`src/rtl/serial_rx_if.sv`:
```
// Core-side handshake of the serial link receiver: word, level-valid/ack, status pulses.
interface serial_rx_if #(
    parameter int DATA_W = 10
);
    logic [DATA_W-1:0] data_out;
    logic              data_valid;
    logic              data_ack;
    logic              busy;
    logic              frame_err;
    logic              overrun;

    modport master (
        output data_out, data_valid, busy, frame_err, overrun,
        input  data_ack
    );

    modport slave (
        input  data_out, data_valid, busy, frame_err, overrun,
        output data_ack
    );
endinterface

```
`src/rtl/serial_rx.sv`:
```
// Receive end of the 2-wire serial link: synchronizes serial_clk/serial_data,
// deserializes one DATA_W-bit word per frame (MSB first), flags timeouts and overruns.
//
// state     | meaning
// WAIT_HIGH | line not yet seen high; falls ignored
// IDLE      | line high; next fall is the frame alert
// RECV      | shifting bits on each fall; timeout armed
module serial_rx #(
    parameter int DATA_W      = 10,
    parameter int SYNC_STAGES = 2,
    parameter int TIMEOUT     = 64
) (
    input  logic         clk,
    input  logic         rst_n,
    input  logic         serial_clk,
    input  logic         serial_data,
    serial_rx_if.master  core
);
    localparam int CW = $clog2(DATA_W);
    localparam int TW = $clog2(TIMEOUT);

    typedef enum logic [1:0] {WAIT_HIGH, IDLE, RECV} state_t;

    logic [SYNC_STAGES-1:0] sclk_sync;
    logic [SYNC_STAGES-1:0] sdata_sync;
    logic                   sclk_s;
    logic                   sdata_s;
    logic                   sclk_d;
    logic                   fall_q;
    logic                   rise_q;
    logic                   sdata_q;
    logic                   line_high;

    state_t                 state;
    logic [DATA_W-1:0]      shift;
    logic [DATA_W-1:0]      shifted;
    logic [CW-1:0]          bit_cnt;
    logic [TW-1:0]          timer;

    assign sclk_s  = sclk_sync[SYNC_STAGES-1];
    assign sdata_s = sdata_sync[SYNC_STAGES-1];
    // sclk_d resets low so the reset values of the chain can never count as a real high.
    assign line_high = sclk_d & (&sclk_sync);
    assign shifted   = {shift[DATA_W-2:0], sdata_q};

    always_ff @(posedge clk or negedge rst_n) begin
        if (!rst_n) begin
            sclk_sync  <= '1;
            sdata_sync <= '0;
            sclk_d     <= 1'b0;
            fall_q     <= 1'b0;
            rise_q     <= 1'b0;
            sdata_q    <= 1'b0;
        end else begin
            sclk_sync  <= {sclk_sync[SYNC_STAGES-2:0], serial_clk};
            sdata_sync <= {sdata_sync[SYNC_STAGES-2:0], serial_data};
            sclk_d     <= sclk_s;
            fall_q     <= sclk_d & ~sclk_s;
            rise_q     <= ~sclk_d & sclk_s;
            sdata_q    <= sdata_s;
        end
    end

    always_ff @(posedge clk or negedge rst_n) begin
        if (!rst_n) begin
            state           <= WAIT_HIGH;
            shift           <= '0;
            bit_cnt         <= '0;
            timer           <= '0;
            core.data_out   <= '0;
            core.data_valid <= 1'b0;
            core.busy       <= 1'b0;
            core.frame_err  <= 1'b0;
            core.overrun    <= 1'b0;
        end else begin
            core.frame_err <= 1'b0;
            core.overrun   <= 1'b0;
            if (core.data_ack && core.data_valid) begin
                core.data_valid <= 1'b0;
            end

            case (state)
                WAIT_HIGH: begin
                    if (line_high) begin
                        state <= IDLE;
                    end
                end
                IDLE: begin
                    if (fall_q) begin
                        bit_cnt   <= '0;
                        timer     <= '0;
                        core.busy <= 1'b1;
                        state     <= RECV;
                    end
                end
                RECV: begin
                    if (fall_q) begin
                        timer <= '0;
                        shift <= shifted;
                        if (bit_cnt == CW'(DATA_W - 1)) begin
                            // Completion overrides a same-cycle ack: the new word stays valid.
                            core.data_out   <= shifted;
                            core.data_valid <= 1'b1;
                            core.overrun    <= core.data_valid & ~core.data_ack;
                            core.busy       <= 1'b0;
                            bit_cnt         <= '0;
                            state           <= WAIT_HIGH;
                        end else begin
                            bit_cnt <= bit_cnt + CW'(1);
                        end
                    end else if (rise_q) begin
                        timer <= '0;
                    end else if (timer == TW'(TIMEOUT - 1)) begin
                        core.frame_err <= 1'b1;
                        core.busy      <= 1'b0;
                        shift          <= '0;
                        bit_cnt        <= '0;
                        state          <= WAIT_HIGH;
                    end else begin
                        timer <= timer + TW'(1);
                    end
                end
                default: state <= WAIT_HIGH;
            endcase
        end
    end
endmodule
```
`src/flat_wrapper.sv`:
```
// flat-port wrapper written by rule: the top's interface ports become plain ports
module serial_rx_flat 
#(
    parameter int DATA_W      = 10,
    parameter int SYNC_STAGES = 2,
    parameter int TIMEOUT     = 64
)
  (clk, rst_n, serial_clk, serial_data, core_data_out, core_data_valid, core_busy, core_frame_err, core_overrun, core_data_ack);
  serial_rx_if #(.DATA_W(DATA_W)) core_i ();
  input  logic clk;
  input  logic rst_n;
  input  logic serial_clk;
  input  logic serial_data;
  output wire logic [$bits(core_i.data_out)-1:0] core_data_out;
  output wire logic [$bits(core_i.data_valid)-1:0] core_data_valid;
  output wire logic [$bits(core_i.busy)-1:0] core_busy;
  output wire logic [$bits(core_i.frame_err)-1:0] core_frame_err;
  output wire logic [$bits(core_i.overrun)-1:0] core_overrun;
  input wire logic [$bits(core_i.data_ack)-1:0] core_data_ack;
  assign core_data_out = core_i.data_out;
  assign core_data_valid = core_i.data_valid;
  assign core_busy = core_i.busy;
  assign core_frame_err = core_i.frame_err;
  assign core_overrun = core_i.overrun;
  assign core_i.data_ack = core_data_ack;
  serial_rx #(.DATA_W(DATA_W), .SYNC_STAGES(SYNC_STAGES), .TIMEOUT(TIMEOUT)) u_core (.clk(clk), .rst_n(rst_n), .serial_clk(serial_clk), .serial_data(serial_data), .core(core_i));
endmodule
```
`config.mk`:
```
export PLATFORM = sky130hd
export DESIGN_NAME = serial_rx_flat
export DESIGN_NICKNAME = d
export VERILOG_FILES = /design/src/rtl/serial_rx_if.sv /design/src/rtl/serial_rx.sv /design/src/flat_wrapper.sv
export SDC_FILE = /design/constraint.sdc
export NUM_CORES = 1
export LEC_CHECK = 0
export CAP_MARGIN = 5
export CORE_MARGIN = 4
export CORE_UTILIZATION = 50
export CTS_CLUSTER_DIAMETER = 80
export DETAILED_ROUTE_END_ITERATION = 6
export GPL_TIMING_DRIVEN = 0
export PLACE_DENSITY_LB_ADDON = 0.12
export SLEW_MARGIN = 25
export SYNTH_ARGS = -nofsm -noshare
export SYNTH_HDL_FRONTEND = slang
export SYNTH_SLANG_ARGS = --single-unit
```
`constraint.sdc`:
```
create_clock -name clk -period 2.2 [get_ports clk]
set_clock_uncertainty 0.1 [all_clocks]
set_input_delay 0.33 -clock clk [delete_from_list [all_inputs] [get_ports clk]]
set_output_delay 0.33 -clock clk [all_outputs]
set_load 0.02 [all_outputs]
```
==> qor.yml, run 1 <==
worst_setup_path:
  reg2reg_to: "u_core.timer[5]"
  rr_worst_depth: 6
  critPathKind: "flop to flop"
  r2r_start: "u_core.state[0]"
  start_kind: "flop"
  cp_max_fo: 7
  cp-end-kind: "flop"
  r2r_slack_ns: 0.26
  worstPathRequired_ns: 2.32
  crit_arrival_ns: 2.06
synth:
  async_flop_share_pct: 100
  syn_avg_cell_area_um2: 13.0
  netlist.area_leader.share_pct: 55.0
  syn-instance-count: 143
  yosysSeqAreaShare_pct: 57.8
  synth_area_leaders: "dfrtp_1, mux2_2, ha_1"
  synth_common_cells: "dfrtp_1, mux2_2, a22o_1, nand2_1, ha_1"
  ys_types: 45
  synthFlopType: "dfrtp_1"
  ys_ff_latch: 43
  synthesis.area_um2: 1870
  synth_nets: 156
  synth_edf_count: 0
  yosys_warnings: 0
  yosys.area.top_type: "dfrtp_1"
  yosysMostFrequentCell: "dfrtp_1"
clock_tree:
  clkLatencyLatePin_ns: 0.29
  cts_buffers: 5
  clock-sinks: 43
  post_cts_resized: 0
  cts_tree: "yes"
  clk_pin_slew_ns: 0.08
  cts-root-buf: "clkbuf_8"
  clockBufferDepth: 2
  htreeDepth: 2
finish:
  diodes: 0
  area.growth.synth_to_final_pct: 20.1
  drive_above_1_share_pct: 21.6
  fill_cells: 265
  seq_area_um2: 1080
  multi_input_area_um2: 748
  nets: 183
status:
  status: "finished clean"
routing:
  drc: 0
  drt_iter0_drc: 49
  routed_wl_um: 3120
  wl_per_cell_um: 14.4
  via_per_inst: 5.52
  routed-via-count: 1197
  drtAntennaViolNets: 0
  firstDrtPassIters: 4
place:
  hpwl_um: 2330
  io_buffers: 18
  place.gp.congestion: 0.849
sta:
  final.setup.tns_ns: 0
  fin_crit_sh_pct: 88.3
  slew_headroom_pct: 70.3
  grt_setup_unrepaired: "false"
  tightest_slew_ns: 0.446
  holdWs_ns: 0.255
  final_max_slew_viol_count: 0
  setup_viol: 0
  min_period_ns: 1.94
  hold_viol_final: 0
  timing.fmax_ghz: 0.515
flow_run:
  cap_viol_max_count: 0
worst_hold_path:
  hp-class: "flop to flop"
  hold_depth: 0
  holdCritStartpoint: "u_core.sdata_sync[1]"
  holdPathEnd: "u_core.sdata_q"
power:
  leakage_uw: 0.00102
  power_density_nw_per_um2: 892
  ir_drop_uv: 544
global_routing:
  grt_max_degree: 27
  grt_antenna_before_repair: 0
  grt-ovfl-total: 0
  grt_pass1_vias: 1237
  grt_pass1_wl_um: 5570
  grt_usage_pct: 14.1
die:
  die_h_um: 69.1
  core_area_um2: 3470
  start_util_pct: 53.8
  row_count: 21
  ios: 19
  die_w_um: 69.1
  fp.dieArea_um2: 4770
timing repair:
action,in CTS,in global routing
hold buffers,1,0
hold endpoints to repair,15,0
buffers inserted,0,0
metrics by stage:
stage          util (%)  instances  cell area (µm²)  worst slack [ns]  total power (µW)
6_report           64.6        217             2240             0.257              2000
3_3_place_gp       60.6        207             2100            -0.311              1440
2_1_floorplan         -        143             1870             0.493              1320
5_1_grt            64.6        217             2240            0.0647              2130
3_5_place_dp       61.3        208             2130             0.262              1480
4_1_cts            64.6        217             2240             0.250              2030
flip-flops by register name, summed over array words and instances (netlist names):
register and cells:
u_core.core.data_out 10, u_core.shift 9, u_core.timer 6, u_core.bit_cnt 4
u_core.sclk_sync 2, u_core.sdata_sync 2, u_core.state 2, u_core.core.busy 1
u_core.core.data_valid 1, u_core.core.frame_err 1, u_core.core.overrun 1, u_core.fall_q 1
u_core.rise_q 1, u_core.sclk_d 1, u_core.sdata_q 1
final cells by class:
type                            instances  area share [%]
Clock inverter                          1           0.335
Multi-Input combinational cell         92            33.4
Timing Repair Buffer                   20            9.50
Tap cell                               46            2.57
Buffer                                  2           0.726
Clock buffer                            7            4.30
Sequential cell                        43            48.2
Inverter                                6            1.01
logic make-up (layout without fill, tap and decap cells):
group / after synthesis / in the layout / synth area share (%)
buf+inv: 8 / 36 / 2.08
simple gates: 37 / 37 / 13.3
fa+ha+maj: 8 / 8 / 5.37
flops: 43 / 43 / 57.8
mux: 14 / 14 / 8.38
compound gates: 33 / 33 / 13.1
routing by layer:
metal,vias to the layer above,global-route usage (%),part of all wire [%]
li1,574,-,-
met1,595,17.9,46
met2,23,23.2,49
met3,5,4.36,3.5
met4,0,3.90,0.93
met5,-,0,0
worst max-delay path by stage:
stage                                 endpoint             from  cells after the start  slack (ns)
final                          u_core.timer[5]  u_core.state[0]                      6        0.26
after detailed placement       u_core.timer[5]  u_core.state[0]                      6        0.26
after CTS                      u_core.timer[5]  u_core.state[0]                      6        0.25
after global routing           u_core.timer[3]  u_core.state[0]                      6        0.06
after floorplan                u_core.timer[5]  u_core.state[0]                      6        0.49
after global placement    u_core.sdata_sync[0]            rst_n                      1       -0.31
placed cells by master, fill, tap and decap left out, types with 4 or more instances in the layout:
| master | n |
|---|---|
| nand2_1 | 9 |
| dfrtp_1 | 41 |
| clkbuf_8 | 7 |
| o21ai_0 | 5 |
| a21oi_1 | 4 |
| clkdlybuf4s50_1 | 17 |
| inv_1 | 6 |
| ha_1 | 8 |
| mux2_2 | 12 |
| a22o_1 | 9 |
where the power goes:
part	switching (µW)	internal (µW)	leakage, µW
Sequential	73.8	874	0.000572
Clock	251	285	0.0000505
Combinational	288	225	0.000394
worst max-delay path: stages, from the launching register on:
cell and delay [ns]:
dfrtp_1 0.41, inv_1 0.12, ha_1 0.28, nor3b_4 0.37, nand3_2 0.16, or3_1 0.35
o21ai_1 0.08
No activity file was read; power rests on OpenSTA's default activity.
==> run 2, diff against run 1 <==
--- a/config.mk
+++ b/config.mk
@@ -7,12 +7,12 @@
 export LEC_CHECK = 0
 export CAP_MARGIN = 5
 export CORE_MARGIN = 4
-export CORE_UTILIZATION = 50
+export CORE_UTILIZATION = 55
 export CTS_CLUSTER_DIAMETER = 80
 export DETAILED_ROUTE_END_ITERATION = 6
 export GPL_TIMING_DRIVEN = 0
 export PLACE_DENSITY_LB_ADDON = 0.12
-export SLEW_MARGIN = 25
 export SYNTH_ARGS = -nofsm -noshare
 export SYNTH_HDL_FRONTEND = slang
 export SYNTH_SLANG_ARGS = --single-unit
+export TNS_END_PERCENT = 20
==> run 2 against run 1 <==
Against the previous run:
- total power decreased by 2.1%
- worst hold slack improved by 0.0090 ns
- non-clock buffer count decreased by 1
- design area decreased by 2.3%
- sequential cell count unchanged
- critical path depth decreased by 1
- critical path type unchanged
- largest power group unchanged
- highest routed layer unchanged
==> qor.yml, run 2 (synthesis gave the netlist of run 1 again) <==
power:
  power_density_nw_per_um2: 894
  ir_drop_uv: 752
  finalPower_uw: 1960
  p_clk_share_pct: 25.5
  leakage_uw: 0.000998
  netSwitchingPower_uw: 622
  swShare_pct: 31.8
  intPower_uw: 1330
  seqPwrFrac_pct: 48.6
  pwr-share-comb_pct: 25.9
worst_setup_path:
  cp_slowest_cell: "dfrtp_1"
  crit_family: "simple AND/OR/NAND/NOR gates"
  critPathMaxStageDelay_ns: 0.44
  critPathKind: "flop to flop"
  start_kind: "flop"
  cp-endpoint: "u_core.core.data_out[2]"
  rr_worst_depth: 5
  crit_arrival_ns: 2.13
  crit_buf_inv: 1
  cp_max_fo: 10
  r2r_start: "u_core.state[0]"
  critPathLaunch: "u_core.state[0]"
  cp-end-kind: "flop"
  r2r_slack_ns: 0.21
  reg2reg_to: "u_core.core.data_out[2]"
  cp_num_cells: 5
  path_cells: "inv_1 > ha_1 > nand2_1 > nor2_4 > mux2_2"
  worstPathRequired_ns: 2.34
sta:
  min_period_ns: 1.99
  final.setup.tns_ns: 0
  timing.fmax_ghz: 0.504
  setup_viol: 0
  fin_crit_sh_pct: 90.2
  grt_setup_unrepaired: "false"
  final_max_slew_viol_count: 0
  hold_viol_final: 0
  slew_headroom_pct: 38.8
  tightest_slew_ns: 0.919
die:
  start_util_pct: 59.2
  die_w_um: 66.2
  core_area_um2: 3150
  ios: 19
  die_h_um: 66.2
  row_count: 20
  fp.dieArea_um2: 4390
flow_run:
  cap_viol_max_count: 0
finish:
  layout_commonest_cell: "dfrtp_1"
  final_area_um2: 2190
  fin_cells: 214
  fill_cells: 242
  top_register: "u_core.core.data_out"
  drive_above_1_share_pct: 21.2
  reg_top3: "u_core.core.data_out x10, u_core.shift x9, u_core.timer x6"
  most-common-layout-cells: "dfrtp_1, clkdlybuf4s50_1, mux2_2"
  diodes: 0
  area.growth.synth_to_final_pct: 17.2
  largest_reg_flops: 10
  nets: 182
routing:
  drc: 0
  drtAntennaViolNets: 0
  wl_per_cell_um: 15.1
  firstDrtPassIters: 4
  routed_wl_um: 3240
  routed-via-count: 1212
  drt_iter0_drc: 76
  via_per_inst: 5.66
global_routing:
  grt_antenna_before_repair: 0
  grt_pass1_vias: 1171
  grt_usage_pct: 17.1
  grt-ovfl-total: 0
  grt_pass1_wl_um: 5550
  grt_max_degree: 44
place:
  hpwl_um: 2310
  placed_area_um2: 2100
  io_buffers: 18
  dp_cells: 205
  place.gp.congestion: 0.849
clock_tree:
  cts_buffers: 5
  clkLatencyLatePin_ns: 0.36
  post_cts_resized: 0
  cts-root-buf: "clkbuf_4"
  clockBufferDepth: 2
  clk_pin_slew_ns: 0.12
  htreeDepth: 2
  clock-sinks: 43
  cts_tree: "yes"
worst_hold_path:
  hp-class: "flop to flop"
  holdCritStartpoint: "u_core.sdata_sync[1]"
status:
  status: "finished clean"
[run 2: power groups by stage]
stage               sequential (µW)  clock (µW)  combinational (µW)
global placement                956           0                 482
detailed placement              964           0                 507
finish                          950         499                 506
floorplan                       949           0                 373
CTS                             947         516                 510
global route                    960         556                 553
[run 2: worst min path at each step]
stage | end | cells after the start
final | u_core.sdata_q | 0
after global routing | u_core.sclk_sync[0] | 1
after CTS | u_core.sclk_sync[0] | 1
after detailed placement | u_core.sdata_sync[1] | 0
after global placement | u_core.sdata_q | 0
after floorplan | u_core.bit_cnt[0] | 0
[run 2: stage by stage]
| stage | worst slack, ns | utilization (%) | hold slack, ns |
|---|---|---|---|
| after floorplan | 0.493 | - | -0.0656 |
| after global routing | 0.0967 | 69.4 | 0.243 |
| after detailed placement | 0.240 | 66.5 | 0.237 |
| after global placement | -0.311 | 66.6 | 0.234 |
| after CTS | 0.218 | 69.4 | 0.243 |
| final | 0.215 | 69.4 | 0.264 |
[run 2: layer usage]
metal	global-route usage [%]	up-vias	share of wire [%]
met3	6.12	4	4.3
li1	-	569	-
met1	21.9	609	46
met5	0	-	0
met4	4.57	0	1.1
met2	27.3	30	49
[run 2: repair_timing]
action	CTS	global route
hold buffers	1	0
hold endpoints to repair	13	0
setup buffers	0	0
endpoints found under the setup margin	0	0
[run 2: layout make-up]
type,count,area [µm²],share of cell area (%)
clock buffers,5,37.5,1.72
plain buffers,2,16.3,0.744
well taps,44,55.1,2.52
inverters,6,22.5,1.03
multi-input cells,92,748,34.2
clock inverters,3,43.8,2.00
repair buffers,19,185,8.47
flip-flops and latches,43,1080,49.3
[run 2: worst reg2reg max path, stage by stage, from the launching register on]
cell and delay, ns:
dfrtp_1 0.44, inv_1 0.12, ha_1 0.30, nand2_1 0.21, nor2_4 0.34, mux2_2 0.38
